===== src/rtl/crc5_engine_if.sv =====
// Byte-stream and status bundle between a transmitter and crc5_engine.
// The receive-check signals exist only when CRC_RX_CHECK_EN is defined.
interface crc5_engine_if;
    logic       i_tx_crc_en;
    logic [7:0] i_tx_parallel_data;
    logic       i_ddrccc_crc_init;
    logic [4:0] o_tx_crc_value;
    logic       o_crc_value_valid;
    logic       o_crc_busy;
    logic       o_crc_overflow;
`ifdef CRC_RX_CHECK_EN
    logic       i_rx_crc_check;
    logic [4:0] i_rx_crc_value;
    logic       o_crc_error;
`endif

    modport slave (
`ifdef CRC_RX_CHECK_EN
        input  i_rx_crc_check,
        input  i_rx_crc_value,
        output o_crc_error,
`endif
        input  i_tx_crc_en,
        input  i_tx_parallel_data,
        input  i_ddrccc_crc_init,
        output o_tx_crc_value,
        output o_crc_value_valid,
        output o_crc_busy,
        output o_crc_overflow
    );

    modport master (
`ifdef CRC_RX_CHECK_EN
        output i_rx_crc_check,
        output i_rx_crc_value,
        input  o_crc_error,
`endif
        output i_tx_crc_en,
        output i_tx_parallel_data,
        output i_ddrccc_crc_init,
        input  o_tx_crc_value,
        input  o_crc_value_valid,
        input  o_crc_busy,
        input  o_crc_overflow
    );
endinterface


===== src/rtl/crc5_engine.sv =====
// Bit-serial CRC-5 (x^5+x^2+1, MSB first) fed through a 2-entry byte FIFO.
// Optional receive-side compare is enabled by defining CRC_RX_CHECK_EN.
module crc5_engine #(
    parameter logic [4:0] CRC_INIT = 5'b11111
) (
    input  logic          i_sys_clk,
    input  logic          i_sys_rst,
    crc5_engine_if.slave  bus
);
    localparam int unsigned DATA_W     = 8;
    localparam int unsigned CRC_W      = 5;
    localparam int unsigned FIFO_DEPTH = 2;
    localparam int unsigned FILL_W     = 2;
    localparam int unsigned CNT_W      = 3;

    typedef enum logic {IDLE = 1'b0, SHIFT = 1'b1} state_e;

    state_e              state_q, state_d;
    logic [CNT_W-1:0]    bit_cnt_q, bit_cnt_d;
    logic [DATA_W-1:0]   shift_q, shift_d;
    logic [CRC_W-1:0]    crc_q, crc_d;
    logic [DATA_W-1:0]   fifo_q [FIFO_DEPTH];
    logic [DATA_W-1:0]   fifo_d [FIFO_DEPTH];
    logic [FILL_W-1:0]   fill_q, fill_d;
    logic                seen_q, seen_d;
    logic                valid_q, valid_d;
    logic                busy_q, busy_d;
    logic                ovf_q, ovf_d;
    logic                pop_c;
    logic                full_c;
`ifdef CRC_RX_CHECK_EN
    logic                err_q, err_d;
`endif

    function automatic logic [CRC_W-1:0] crc_step(input logic [CRC_W-1:0] c, input logic d);
        logic fb;
        fb = c[4] ^ d;
        return {c[3], c[2], c[1] ^ fb, c[0], fb};
    endfunction

    // Next-state: init wins over everything, then FSM/FIFO, then the new byte is pushed.
    always_comb begin
        state_d   = state_q;
        bit_cnt_d = bit_cnt_q;
        shift_d   = shift_q;
        crc_d     = crc_q;
        fifo_d    = fifo_q;
        fill_d    = fill_q;
        seen_d    = seen_q;
        ovf_d     = ovf_q;
        pop_c     = 1'b0;
        full_c    = (fill_q == FILL_W'(FIFO_DEPTH));
`ifdef CRC_RX_CHECK_EN
        err_d     = err_q;
`endif

        if (bus.i_ddrccc_crc_init) begin
            state_d   = IDLE;
            bit_cnt_d = '0;
            crc_d     = CRC_INIT;
            fill_d    = '0;
            seen_d    = 1'b0;
            ovf_d     = 1'b0;
`ifdef CRC_RX_CHECK_EN
            err_d     = 1'b0;
`endif
        end else begin
            unique case (state_q)
                IDLE: begin
                    if (fill_q != '0) begin
                        pop_c     = 1'b1;
                        shift_d   = fifo_q[0];
                        bit_cnt_d = CNT_W'(7);
                        state_d   = SHIFT;
                    end
                end
                SHIFT: begin
                    crc_d     = crc_step(crc_q, shift_q[DATA_W-1]);
                    shift_d   = {shift_q[DATA_W-2:0], 1'b0};
                    bit_cnt_d = bit_cnt_q - CNT_W'(1);
                    if (bit_cnt_q == '0) begin
                        seen_d = 1'b1;
                        // Back-to-back reload keeps the shifter busy with no idle cycle.
                        if (fill_q != '0) begin
                            pop_c     = 1'b1;
                            shift_d   = fifo_q[0];
                            bit_cnt_d = CNT_W'(7);
                        end else begin
                            bit_cnt_d = '0;
                            state_d   = IDLE;
                        end
                    end
                end
                default: state_d = IDLE;
            endcase

            if (pop_c) begin
                fifo_d[0] = fifo_q[1];
                fill_d    = fill_q - FILL_W'(1);
            end
            if (bus.i_tx_crc_en && full_c) begin
                ovf_d = 1'b1;
            end
`ifdef CRC_RX_CHECK_EN
            if (bus.i_rx_crc_check && valid_q && (bus.i_rx_crc_value != crc_q)) begin
                err_d = 1'b1;
            end
`endif
        end

        if (bus.i_tx_crc_en && (bus.i_ddrccc_crc_init || !full_c)) begin
            fifo_d[fill_d[0]] = bus.i_tx_parallel_data;
            fill_d            = fill_d + FILL_W'(1);
        end

        valid_d = (state_d == IDLE) && (fill_d == '0) && seen_d;
        busy_d  = (state_d == SHIFT) || (fill_d != '0);
    end

    always_ff @(posedge i_sys_clk or negedge i_sys_rst) begin
        if (!i_sys_rst) begin
            state_q   <= IDLE;
            bit_cnt_q <= '0;
            shift_q   <= '0;
            crc_q     <= CRC_INIT;
            fifo_q[0] <= '0;
            fifo_q[1] <= '0;
            fill_q    <= '0;
            seen_q    <= 1'b0;
            valid_q   <= 1'b0;
            busy_q    <= 1'b0;
            ovf_q     <= 1'b0;
`ifdef CRC_RX_CHECK_EN
            err_q     <= 1'b0;
`endif
        end else begin
            state_q   <= state_d;
            bit_cnt_q <= bit_cnt_d;
            shift_q   <= shift_d;
            crc_q     <= crc_d;
            fifo_q    <= fifo_d;
            fill_q    <= fill_d;
            seen_q    <= seen_d;
            valid_q   <= valid_d;
            busy_q    <= busy_d;
            ovf_q     <= ovf_d;
`ifdef CRC_RX_CHECK_EN
            err_q     <= err_d;
`endif
        end
    end

    assign bus.o_tx_crc_value    = crc_q;
    assign bus.o_crc_value_valid = valid_q;
    assign bus.o_crc_busy        = busy_q;
    assign bus.o_crc_overflow    = ovf_q;
`ifdef CRC_RX_CHECK_EN
    assign bus.o_crc_error       = err_q;
`endif
endmodule


===== src/flat_wrapper.sv =====
// flat-port wrapper written by rule: the top's interface ports become plain ports
module crc5_engine_flat 
#(
    parameter logic [4:0] CRC_INIT = 5'b11111
)
  (i_sys_clk, i_sys_rst, bus_i_tx_crc_en, bus_i_tx_parallel_data, bus_i_ddrccc_crc_init, bus_o_tx_crc_value, bus_o_crc_value_valid, bus_o_crc_busy, bus_o_crc_overflow);
  crc5_engine_if bus_i ();
  input  logic i_sys_clk;
  input  logic i_sys_rst;
  input wire logic [$bits(bus_i.i_tx_crc_en)-1:0] bus_i_tx_crc_en;
  input wire logic [$bits(bus_i.i_tx_parallel_data)-1:0] bus_i_tx_parallel_data;
  input wire logic [$bits(bus_i.i_ddrccc_crc_init)-1:0] bus_i_ddrccc_crc_init;
  output wire logic [$bits(bus_i.o_tx_crc_value)-1:0] bus_o_tx_crc_value;
  output wire logic [$bits(bus_i.o_crc_value_valid)-1:0] bus_o_crc_value_valid;
  output wire logic [$bits(bus_i.o_crc_busy)-1:0] bus_o_crc_busy;
  output wire logic [$bits(bus_i.o_crc_overflow)-1:0] bus_o_crc_overflow;
  assign bus_i.i_tx_crc_en = bus_i_tx_crc_en;
  assign bus_i.i_tx_parallel_data = bus_i_tx_parallel_data;
  assign bus_i.i_ddrccc_crc_init = bus_i_ddrccc_crc_init;
  assign bus_o_tx_crc_value = bus_i.o_tx_crc_value;
  assign bus_o_crc_value_valid = bus_i.o_crc_value_valid;
  assign bus_o_crc_busy = bus_i.o_crc_busy;
  assign bus_o_crc_overflow = bus_i.o_crc_overflow;
  crc5_engine #(.CRC_INIT(CRC_INIT)) u_core (.i_sys_clk(i_sys_clk), .i_sys_rst(i_sys_rst), .bus(bus_i));
endmodule

===== config.mk =====
export PLATFORM = sky130hd
export DESIGN_NAME = crc5_engine_flat
export DESIGN_NICKNAME = d
export VERILOG_FILES = /design/src/rtl/crc5_engine_if.sv /design/src/rtl/crc5_engine.sv /design/src/flat_wrapper.sv
export SDC_FILE = /design/constraint.sdc
export NUM_CORES = 1
export LEC_CHECK = 0
export ABC_AREA = 1
export ABC_CLOCK_PERIOD_IN_PS = 6090
export BUFFER_PORTS_ARGS = -buffer_cell sky130_fd_sc_hd__buf_2
export CORE_MARGIN = 5
export CORE_UTILIZATION = 60
export CTS_BUF_LIST = sky130_fd_sc_hd__clkbuf_8
export DETAILED_ROUTE_END_ITERATION = 12
export PLACE_DENSITY = 0.86
export SLEW_MARGIN = 10
export SYNTH_ARGS = -nofsm -noshare
export SYNTH_HDL_FRONTEND = slang
export SYNTH_SLANG_ARGS = --single-unit

===== constraint.sdc =====
create_clock -name i_sys_clk -period 6.09 [get_ports i_sys_clk]
set_input_delay 0.609 -clock i_sys_clk [delete_from_list [all_inputs] [get_ports i_sys_clk]]
set_output_delay 0.609 -clock i_sys_clk [all_outputs]
set_load 0.05 [all_outputs]

==> impl_metrics.env <==
export IMPL_synthMostInstantiatedCell="nand2_1"
export IMPL_grt_start_max_net_pins=40
export IMPL_rows=20
export IMPL_start_kind="flop"
export IMPL_setup_ws_ps=3600
export IMPL_via_per_inst=5.27
export IMPL_cts_clk_slew_worst_paths_ps=70
export IMPL_clkLatencyLatePin_ps=290
export IMPL_fin_crit_ps=2490
export IMPL_slowest_delay_ps=400
export IMPL_synth_edf_count=0
export IMPL_fin_nets=253
export IMPL_rsz0062_at_grt="no"
export IMPL_crit_type="flop to flop"
export IMPL_synthTopCellsByArea="dfrtp_1, nand2_1, dfstp_2"
export IMPL_power_density_nw_per_um2=519
export IMPL_final_seq_area_um2=982
export IMPL_synthArstFlopShare_pct=100
export IMPL_grt_pass1_vias=1437
export IMPL_route_detailed_drc=0
export IMPL_drt_total_wl_um=3310
export IMPL_nFillCells=255
export IMPL_dpl_cell_area_um2=1960
export IMPL_hp_class="input port to asynchronous set/reset pin"
export IMPL_syn_area_um2=1860
export IMPL_crit_path_cell_trace="inv_1, ha_1, a21oi_2, nand2_2, nand2_2, nand2_4, inv_1, ha_1, o21ai_0"
export IMPL_worst_path_max_delay_cell="ha_1"
export IMPL_syn_avg_cell_area_um2=8.68
export IMPL_cts_root_buf="clkbuf_8"
export IMPL_leakage_uw=0.00104
export IMPL_cts_buffers_inserted=5
export IMPL_num_antenna_cells=0
export IMPL_slew_headroom_pct=45.5
export IMPL_yosysTopAreaCell="dfrtp_1"
export IMPL_core_area_um2=3000
export IMPL_grt_antenna_before_repair=0
export IMPL_syn_num_nets=231
export IMPL_post_drt_wl_per_cell_um=12.4
export IMPL_areaGrowthSynthToFinish_pct=9.36
export IMPL_cap_violations=0
export IMPL_ant_nets=0
export IMPL_io_pins=20
export IMPL_place_ws_ps=3540
export IMPL_yosys_register_bits=39
export IMPL_end_kind="flop"
export IMPL_firstDrtPassIters=4
export IMPL_fmax_mhz=402
export IMPL_synthTopCellsByCount="nand2_1, dfrtp_1, inv_1"
export IMPL_dieArea_um2=4310
export IMPL_grt_pass1_wl_um=6170
export IMPL_clkSinkCount=39
export IMPL_start_util_pct=61.9
export IMPL_period_share_pct=40.8
export IMPL_drv_slew=0
export IMPL_cts_max_path_buffers=2
export IMPL_setup_violations_final=0
export IMPL_vias=1413
export IMPL_chipWidth_um=65.7
export IMPL_ys_seq_area_share_pct=52.9
export IMPL_post_cts_resized=0
export IMPL_cts_setup_buffers=0
export IMPL_die_y_um=65.7
export IMPL_syn_inst=214
export IMPL_ctsHtreeMaxLevel=2
export IMPL_design_area_um2=2030
export IMPL_overflow=0
export IMPL_peakVddDrop_mv=0.295
export IMPL_synth_cell_types=26
export IMPL_postCtsHoldBufs=0
export IMPL_port_buffers=19
export IMPL_tns_ps=0
export IMPL_multi_input_area_um2=736
export IMPL_drive_above_1_share_pct=20.4
export IMPL_synth_top_area_share_pct=45.8
export IMPL_cp_max_fo=20
export IMPL_cts_tree="yes"
export IMPL_grt_total_usage_pct=18.8
export IMPL_path_buf_inv=2
export IMPL_crit_arrival_ps=2630
export IMPL_synth_main_ff_cell="dfrtp_1"
export IMPL_ys_warnings_count=0
export IMPL_dpl_hpwl_um=2500
export IMPL_worst_pin_slew_ps=817
export IMPL_gp_congestion=0.784
export IMPL_cp_data_required_time_ps=6240
export IMPL_hold_viol_final=0
export IMPL_drtIter0Drc=64
export IMPL_status="completed"
export IMPL_skew_ps=3.95
export IMPL_cp_top_family="simple AND/OR/NAND/NOR gates"
==> worst paths after layout <==
kind	depth (start not counted)	slack, ps	end	startpoint
max	9	3600	flop	u_core.fill_q[0]
min	1	410	asynchronous set/reset pin	i_sys_rst
max reg2reg	9	3600	flop	u_core.fill_q[0]
min reg2reg	2	480	u_core.bus.o_crc_overflow	u_core.bus.o_crc_overflow
max in group asynchronous	1	5160	asynchronous set/reset pin	i_sys_rst
min in group i_sys_clk	2	480	u_core.bus.o_crc_overflow	u_core.bus.o_crc_overflow
==> final cells by class <==
class / instances / share of cell area [%]
sequential: 39 / 48.3
multi-input combinational: 143 / 36.2
inverter: 28 / 5.17
timing repair buffer: 19 / 4.68
clock buffer: 5 / 3.39
tap: 33 / 2.03
clock inverter: 1 / 0.185
==> cells by family (layout without fill, tap and decap cells) <==
| kind of cell | count (synthesis) | in the layout | share of synthesized area (%) |
|---|---|---|---|
| buf+inv | 32 | 53 | 7.54 |
| simple gates | 92 | 92 | 20.9 |
| compound gates | 44 | 44 | 14.3 |
| xor+xnor | 2 | 2 | 0.943 |
| flops | 39 | 39 | 52.9 |
| fa+ha+maj | 5 | 5 | 3.37 |
==> power breakdown <==
| group | internal, uW | switching, uW |
|---|---|---|
| clock | 74.5 | 79.7 |
| combinational | 151 | 313 |
| sequential | 378 | 58.1 |
==> placed cells by master (no fill, tap or decap), drive strengths merged <==
master	netlist	final
o221ai	2	2
a22oi	2	2
ha	5	5
nand2	58	58
nor2	20	20
dfrtp	34	34
dfstp	5	5
nand3	13	13
inv	28	29
clkbuf	1	5
buf	3	19
o21ai	30	30
o22ai	1	1
a21oi	8	8
or2	1	1
o211ai	1	1
xnor2	2	2
==> metal layers <==
| layer | track usage (%) | wire, um | up-vias |
|---|---|---|---|
| met5 | 0 | 0 | - |
| met4 | 10.1 | 78 | 0 |
| met3 | 3.59 | 102 | 8 |
| met2 | 30.3 | 1550 | 16 |
| met1 | 23.7 | 1580 | 660 |
| li1 | - | - | 729 |
==> through the flow <==
step	cells	hold slack [ps]	util, %	power, uW
after global placement	262	460	65.3	888
after global routing	268	498	67.7	1160
final	268	411	67.7	1060
after detailed placement	262	468	65.3	908
after floorplan	214	313	-	816
after CTS	268	439	67.7	1070
No activity file was read; power rests on OpenSTA's default activity.
